**src/rtl/aligner_pkg.sv**
```systemverilog
// Shared types and defaults for the mantissa aligner: FSM state encoding,
// default geometry and the width of the per-cycle shift-step counter.
package aligner_pkg;

  typedef enum logic [1:0] {
    IDLE  = 2'd0,
    SHIFT = 2'd1,
    DONE  = 2'd2
  } state_t;

  localparam int WIDTH_DEF   = 64;
  localparam int SHAMT_W_DEF = 11;
  localparam int STEP_DEF    = 8;

  // Bits needed to hold a step amount in 0..step inclusive.
  function automatic int step_cnt_w(input int step);
    return $clog2(step + 1);
  endfunction

  localparam int STEP_W = step_cnt_w(STEP_DEF);

endpackage

```
**src/rtl/mantissa_aligner_sticky_shift_step.sv**
```systemverilog
// One bounded right-shift step: shifts data by s (0..STEP) and reports the
// OR of the bits that fall off the LSB end.
module sticky_shift_step
  import aligner_pkg::*;
#(
  parameter int W    = WIDTH_DEF,
  parameter int STEP = STEP_DEF,
  parameter int SW   = STEP_W
) (
  input  logic [W-1:0]  data,
  input  logic [SW-1:0] s,
  output logic [W-1:0]  shifted,
  output logic          dropped
);

  always_comb begin
    shifted = data >> s;
    dropped = 1'b0;
    for (int i = 0; i < STEP; i++) begin
      if (SW'(i) < s) dropped = dropped | data[i];
    end
  end

endmodule

```
**src/rtl/mantissa_aligner.sv**
```systemverilog
// Multi-cycle right-shift aligner with sticky collection, at most STEP bits per cycle.
// Optional macro ALIGNER_GUARD_EN adds out_guard/out_round via two extra LSBs.
module mantissa_aligner
  import aligner_pkg::*;
#(
  parameter int WIDTH   = WIDTH_DEF,
  parameter int SHAMT_W = SHAMT_W_DEF,
  parameter int STEP    = STEP_DEF
) (
  input  logic               clk,
  input  logic               rst_n,
  input  logic               in_valid,
  output logic               in_ready,
  input  logic [WIDTH-1:0]   in_data,
  input  logic [SHAMT_W-1:0] in_shamt,
  output logic               out_valid,
  input  logic               out_ready,
  output logic [WIDTH-1:0]   out_data,
  output logic               out_sticky
`ifdef ALIGNER_GUARD_EN
  ,
  output logic               out_guard,
  output logic               out_round
`endif
);

  localparam int SW = step_cnt_w(STEP);
`ifdef ALIGNER_GUARD_EN
  localparam int IW = WIDTH + 2;
`else
  localparam int IW = WIDTH;
`endif
  localparam logic [SHAMT_W-1:0] WIDTH_SH = SHAMT_W'(WIDTH);
  localparam logic [SHAMT_W-1:0] STEP_SH  = SHAMT_W'(STEP);

  state_t             state, state_next;
  logic [IW-1:0]      data, wide_in, sat_data, step_data;
  logic [SHAMT_W-1:0] rem, rem_next;
  logic [SW-1:0]      step_s;
  logic               sticky, sat_sticky, step_drop;
  logic               take, short_path;

  assign in_ready   = (state == IDLE);
  assign out_valid  = (state == DONE);
  assign take       = in_valid & in_ready;
  assign short_path = (in_shamt == '0) || (in_shamt >= WIDTH_SH);

`ifdef ALIGNER_GUARD_EN
  assign wide_in = {in_data, 2'b00};
`else
  assign wide_in = in_data;
`endif

  // Saturating amounts resolve in one cycle; shifts past IW give zero data and a full-width mask.
  always_comb begin
    sat_data   = wide_in >> in_shamt;
    sat_sticky = |(wide_in & ~({IW{1'b1}} << in_shamt));
  end

  always_comb begin
    step_s   = (rem < STEP_SH) ? rem[SW-1:0] : SW'(STEP);
    rem_next = rem - SHAMT_W'(step_s);
  end

  sticky_shift_step #(
    .W    (IW),
    .STEP (STEP),
    .SW   (SW)
  ) u_step (
    .data    (data),
    .s       (step_s),
    .shifted (step_data),
    .dropped (step_drop)
  );

  always_ff @(posedge clk) begin
    if (!rst_n) state <= IDLE;
    else        state <= state_next;
  end

  always_comb begin
    state_next = state;
    case (state)
      IDLE:    if (take) state_next = short_path ? DONE : SHIFT;
      SHIFT:   if (rem_next == '0) state_next = DONE;
      DONE:    if (out_ready) state_next = IDLE;
      default: state_next = IDLE;
    endcase
  end

  always_ff @(posedge clk) begin
    if (!rst_n) begin
      data   <= '0;
      rem    <= '0;
      sticky <= 1'b0;
    end else if (take) begin
      if (in_shamt >= WIDTH_SH) begin
        data   <= sat_data;
        sticky <= sat_sticky;
        rem    <= '0;
      end else begin
        data   <= wide_in;
        sticky <= 1'b0;
        rem    <= in_shamt;
      end
    end else if (state == SHIFT) begin
      data   <= step_data;
      sticky <= sticky | step_drop;
      rem    <= rem_next;
    end
  end

  assign out_data   = data[IW-1 -: WIDTH];
  assign out_sticky = sticky;
`ifdef ALIGNER_GUARD_EN
  assign out_guard  = data[1];
  assign out_round  = data[0];
`endif

endmodule

```
**config.mk**
```make
export PLATFORM = sky130hd
export DESIGN_NAME = mantissa_aligner
export DESIGN_NICKNAME = d
export VERILOG_FILES = /design/src/rtl/aligner_pkg.sv /design/src/rtl/mantissa_aligner_sticky_shift_step.sv /design/src/rtl/mantissa_aligner.sv
export SDC_FILE = /design/constraint.sdc
export NUM_CORES = 1
export LEC_CHECK = 0
export BUFFER_PORTS_ARGS = -buffer_cell sky130_fd_sc_hd__buf_2
export CORE_MARGIN = 2
export CORE_UTILIZATION = 30
export DETAILED_ROUTE_END_ITERATION = 10
export MAX_ROUTING_LAYER = met4
export SETUP_SLACK_MARGIN = 0.3
export SLEW_MARGIN = 0
export SYNTH_ARGS = -nofsm -noshare
export SYNTH_HDL_FRONTEND = slang
export SYNTH_SLANG_ARGS = --single-unit
```
**constraint.sdc**
```tcl
create_clock -name clk -period 4.52 [get_ports clk]
set_input_delay 0.452 -clock clk [delete_from_list [all_inputs] [get_ports clk]]
set_output_delay 0.452 -clock clk [all_outputs]
set_load 0.1 [all_outputs]
```
# After elaboration in Yosys (flattened, before gate mapping)
# Cells that the tools add are included.
# Widths: inputs -> output; s select.
classes:
  addsub: 1
  n_lt_le_gt_ge: 10
  eq_ne: 5
  n_shift: 3
  n_mux: 23
  bitwise_logic: 11
  n_reduce_logical: 7
ops:
  columns: ["operator", "n"]
  rows:
  - ["$mux 64", 3]
  - ["$and 64x64->64", 1]
  - ["$not 64->64", 1]
  - ["$reduce_or 64->1", 1]
  - ["$shl 64x11->64 const A", 1]
  - ["$shr 64x11->64", 1]
  - ["$shr 64x4->64", 1]
  - ["$mux 11", 3]
  - ["$logic_not 11->1", 2]
  - ["$lt 3x4->1 const A", 4]
  - ["$ge 11x7->1 const B", 1]
  - ["$lt 11x4->1 const B", 1]
  - ["$mux 1", 11]
  - ["$sub 11x4->11", 1]
  - ["$lt 1x4->1 const A", 2]
  - ["$lt 2x4->1 const A", 2]
  - ["$mux 2", 4]
  - ["$or 1x1->1", 8]
  - ["$pmux 2 s3", 1]
  - ["$mux 4", 1]
  - ["$ne 2x1->1 const B", 2]
  - ["$reduce_and 3->1", 1]
  - ["$eq 2x1->1 const B", 1]
  - ["$eq 2x2->1 const B", 1]
  - ["other kinds (5)", 5]
word_totals:
  register_bits: 78
  in_bits: 79
  out_inout_bits: 67
  wordCells: 64

# Longest topological paths before layout
depth:
  depth_word: 21
  mapped_depth: 14
  ltp_nobuf: 11

# Cells and area by module
# Synthesis repeated with hierarchy kept, for this count alone.
hier_totals:
  hier_cells: 1129
  area_unflattened_um2: 7782.5
by_module_without_submodules:
  columns: ["mod", "n_inst", "cells_per_inst", "area_each_um2", "seq_area_each_um2"]
  rows:
  - ["mantissa_aligner", 1, 715, 4768.3, 1561.5]
  - ["sticky_shift_step", 1, 414, 3014.1, 0.0]

# Least setup slack after synthesis
# Ideal clock, no wire load.
synth_path:
  path_type: "flip-flop to flip-flop"
  start: "register state[1]"
  end: "register sticky (netlist: out_sticky)"
  setup_time_ns: 0.124
  arrival_ns: 3.051
  required_ns: 4.396
  slack_ns: 1.345
  stages_incl_launch_ff: 8
  n_path_buf: 0
  synth_period_minus_slack_ns: 3.175
  cell_sequence: "dfxtp_1 > nor2_1 > nand2_1 > nor3_1 > o2111ai_1 > or4_1 > nor4_1 > a21oi_1"
synth_between:
  elab_chain_len: 3
  elab_cells_between_ends: 5
  classes_between: "eq/ne: 1; mux: 1; bitwise: 1; reduce/logical: 2"
synth_rtl:
  columns: ["item", "line_no", "rtl"]
  rows:
  - ["start: declaration", "mantissa_aligner.sv:36", "state_t state, state_next;"]
  - ["start signal: assignment", "mantissa_aligner.sv:78", "else state <= state_next;"]
  - ["$logic_not 2->1 *", "mantissa_aligner.sv:43", "assign in_ready = (state == IDLE);"]
  - ["via in_ready", "mantissa_aligner.sv:13", "output logic in_ready,"]
  - ["$and 1x1->1 *", "mantissa_aligner.sv:45", "assign take = in_valid & in_ready;"]
  - ["$mux 1 or $reduce_bool 2->1 (tied branches)", null, null]
  - ["end signal: assignment", "mantissa_aligner.sv:99", "sticky <= sat_sticky;"]
  - ["end signal: assignment", "mantissa_aligner.sv:108", "sticky <= sticky | step_drop;"]
  - ["end: declaration", "mantissa_aligner.sv:40", "logic sticky, sat_sticky, step_drop;"]
# Mark *: on every way through the listed nets, which the timed path passes. The rest lies on a longest branch.
# A chain may end at the register's enable or synchronous reset.

# Final worst setup path
layout_path:
  start: "register rem[8]"
  end: "register data[37] (netlist: out_data[37])"
layout_between:
  elab_chain_len: 5
layout_rtl:
  columns: ["item", "line_no", "rtl"]
  rows:
  - ["start: declaration", "mantissa_aligner.sv:38", "logic [SHAMT_W-1:0] rem, rem_next;"]
  - ["start signal: assignment", "mantissa_aligner.sv:104", "rem <= in_shamt;"]
  - ["start signal: assignment", "mantissa_aligner.sv:109", "rem <= rem_next;"]
  - ["$lt 11x4->1", "mantissa_aligner.sv:61", "step_s = (rem < STEP_SH) ? rem[SW-1:0] : SW'(STEP);"]
  - ["$mux 4", "mantissa_aligner.sv:61", null]
  - ["$shr 64x4->64", "mantissa_aligner_sticky_shift_step.sv:17", "shifted = data >> s;"]
  - ["$mux 64", "mantissa_aligner.sv:106", "end else if (state == SHIFT) begin"]
  - ["$mux 64", "mantissa_aligner.sv:96", "end else if (take) begin"]
  - ["end signal: assignment", "mantissa_aligner.sv:98", "data <= sat_data;"]
  - ["end signal: assignment", "mantissa_aligner.sv:102", "data <= wide_in;"]
  - ["end signal: assignment", "mantissa_aligner.sv:107", "data <= step_data;"]
  - ["end: declaration", "mantissa_aligner.sv:37", "logic [IW-1:0] data, wide_in, sat_data, step_data;"]
# Every way passes these cells. The select of a mux whose other input is x is not followed.

==> results.md <==
* Synth Net Count at between 1,000 and 1,500
* Pwr dens at 272.8 nW/µm²
* I/O pin total at between 100 and 150
* Crit end category: register
* Die Area at 25,510 µm²
* Post-CTS Hold Buffers at 0
* Antenna Violating Nets Remaining at 0
* Top cell type's share of synthesized area at 21.47%
* CORE AREA at 23,610 µm²
* Fin crit period at 3.171 ns
* First-pass GRT wire length at 56,170 µm
* Synth warnings at 0
* Post-CTS setup buffers at 0
* Clock slew at reported path FFs at ~0.070 ns
* Max Fclk at ~0.32 GHz
* Adder-cell area share of the yosys netlist at 0.3097%
* Synth Flop Type: dfxtp_1
* Worst-path cell chain: or4_1 > nor2_4 > buf_4 > nor2_1 > a222oi_1 > o21ai_0
* Remaining Overflow, GRT at 0
* Leak at 0.003061 µW
* DRC Markers at 0
* Status: completed
* CTS tree: built
* Largest family of logic cells by synthesized area: compound AO/OA/AOI/OAI gates
* Hold Fails Final Rpt at 0
* Xor and xnor fraction of the mapped netlist area at 0.6021%
* Type of the worst min-delay path: in2reg
* Area leader, netlist: dfxtp_1
* Initial antenna violation count at 2
* Design Area, Final at 8526 µm²
* Die W at 159.7 µm
* CP Class: reg2reg
* CTS Root Cell: clkbuf_16
* Port bufs at 145
* Setup_tns at 0 ns
* P&R area growth vs syn at 17.22%
* DR iter-0 viols at 1,615
* TritonCTS buffer count at 9
* Post-DR vias/cell at 6.637
* GRT Total Usage at 29.35%
* Top post-synthesis cells by area: dfxtp_1 21%, nand2_1 8.4%, o21ai_0 6.6%
* Cts repair resizes at 0
* Max Cap Viol at 0
* Max rail drop VDD at roughly 0.00013 V
* Routed vias at 9,584
* DRT Wirelength at 37,840 µm
* EDFF count, synth at 0
* Clock sinks at 78
* Drt pass-1 iters at 6
* Post-synthesis compound-gate area fraction at 41.30%
* Final Max Tran Viols at 0
* Post-synthesis async set-or-reset flop share at 0%
* Register share of total power at 34.0%
* Cell variety after synth at 69
* Switching Share at 40.51%
* Top cells by count, synth: 163 x nand2_1, 96 x o21ai_0, 79 x clkbuf_1
* Clock Skew at between 0.005 and 0.006 ns
* Worst path required time at 4.76 ns
* Seq cells post-synth at 78
* Clk_lat worst skew at 0.37 ns
* Mapped Area at 7273 µm²
* Clock Path Buffers at 2
* Placed cell area at 8189 µm²
* Critical path's largest stage delay at 0.80 ns
* Final setup fails at 0
* Die height at 159.7 µm
* Slowest CP cell: or4_1
* Post-detailed-placement half-perimeter wirelength at 26,880 µm
* Share of layout cells above drive strength 1 at 19.23%
* Vias in the first global route at around 8,700
* Min Hold Slack at 0.4323 ns
* Largest net degree at the start of global routing at 78
* Post-Synth Simple-Gate Area at 22.47%
* Tightest Pin Transition at roughly 1.0 ns
* CP Data Arrival Time at 3.41 ns
* H-tree level count at 3
* Worst Setup Start Kind: register
* P_sw at 942.3 µW
* Post-layout power at 2326 µW
* Internal power at 1384 µW
* Final period utilization at 70.16%
* RSZ-0062 raised after global routing: no
* Clk pwr share at 36.5%
* Syn_area_per_cell at 6.993 µm²
* Initial core utilization at a little under a third
* Syn Inst Count at between 1,000 and 1,500
* Mux cell area share after synthesis at roughly 7.6%
* Site row count at 56
* Placer's final routability congestion estimate at a little over 1
* Crit path max fanout at 26
* Gate power share at approximately 30%
* Slew headroom at 30.09%
* Sequential share of the synthesized area at a little over a fifth
* Nets at 1,198
* Wire per inst at 26.20 µm
* Count leader, synth: nand2_1
==> logic make-up (layout without fill, tap and decap cells) <==
kind of cell               Yosys count  after routing
xor gates and xnor gates             5              5
buffers and inverters              108            191
other                                1              3
adders and majority gates            2              2
DFF                                 78             78
AOI/OAI and AO/OA                  444            444
and+or+nand+nor                    349            349
muxes                               53             53
==> power by group through the flow <==
stage | Sequential, µW | Combinational [µW] | Clock [µW]
3_3_place_gp | 803 | 665 | 0
4_1_cts | 787 | 666 | 848
3_5_place_dp | 803 | 663 | 0
5_1_grt | 792 | 715 | 877
2_1_floorplan | 962 | 277 | 0
6_report | 792 | 686 | 848
==> sequential cells by signal (all words and copies together) (netlist names) <==
signal,count
rem,11
state,2
out_data,64
out_sticky,1
==> critical path: cells and delay by family (launching register included) <==
kind	cells	cell delay [ns]
flip-flops	1	0.39
AND/OR/NAND/NOR	3	1.68
AO/OA/AOI/OAI	2	0.54
buffers and inverters	1	0.42
==> placed cells by master (no fill, tap or decap), types with 8 or more instances in the layout <==
| master | n |
|---|---|
| o21ai_0 | 96 |
| a222oi_1 | 9 |
| nand4_1 | 10 |
| nor2b_1 | 20 |
| a22o_1 | 33 |
| dfxtp_1 | 76 |
| a31oi_1 | 37 |
| buf_4 | 25 |
| mux2_2 | 8 |
| nor2_1 | 58 |
| o22ai_1 | 18 |
| a21oi_1 | 77 |
| nand3_1 | 26 |
| o221ai_1 | 9 |
| clkbuf_16 | 9 |
| nor3_1 | 17 |
| o211ai_1 | 26 |
| o31ai_1 | 8 |
| or4_1 | 8 |
| mux2i_1 | 44 |
| a221oi_1 | 29 |
| buf_2 | 145 |
| a211oi_1 | 16 |
| nand2_1 | 163 |
| a22oi_1 | 17 |
==> final timing paths <==
path | startpoint | to | slack, ns | cells past startpoint
max reg2reg | rem[8] | out_data[37] | 1.35 | 6
min | in_data[40] | out_data[40] | 0.43 | 3
min reg2reg | rem[9] | rem[9] | 0.57 | 2
max | rem[8] | out_data[37] | 1.35 | 6
==> area by class of cell <==
type,count,area (µm²)
Multi-Input combinational cell,854,5294
Antenna cell,2,5.005
Inverter,5,18.77
Fill cell,2557,15090
Timing Repair Buffer,170,913.4
Tap cell,319,399.1
Sequential cell,78,1564
Clock inverter,6,92.59
Clock buffer,10,239.0
==> metal layers <==
metal  share of wire (%)  track usage [%]  vias to the layer above
met5                   0                -                        -
met2                  41            40.42                      802
met4                 3.9            12.52                        0
met3                  14            7.532                      118
met1                  41            40.19                     4495
li1                    -                -                     4169
==> through the flow <==
step / utilization, % / setup WS [ns] / cells
after floorplan: - / 1.345 / 1040
after global placement: 34.68 / 1.397 / 1426
after detailed placement: 34.68 / 1.431 / 1426
after CTS: 36.09 / 1.446 / 1442
after global routing: 36.11 / 1.206 / 1444
final: 36.11 / 1.349 / 1444
Note: power is estimated with default switching activity, not from simulation.
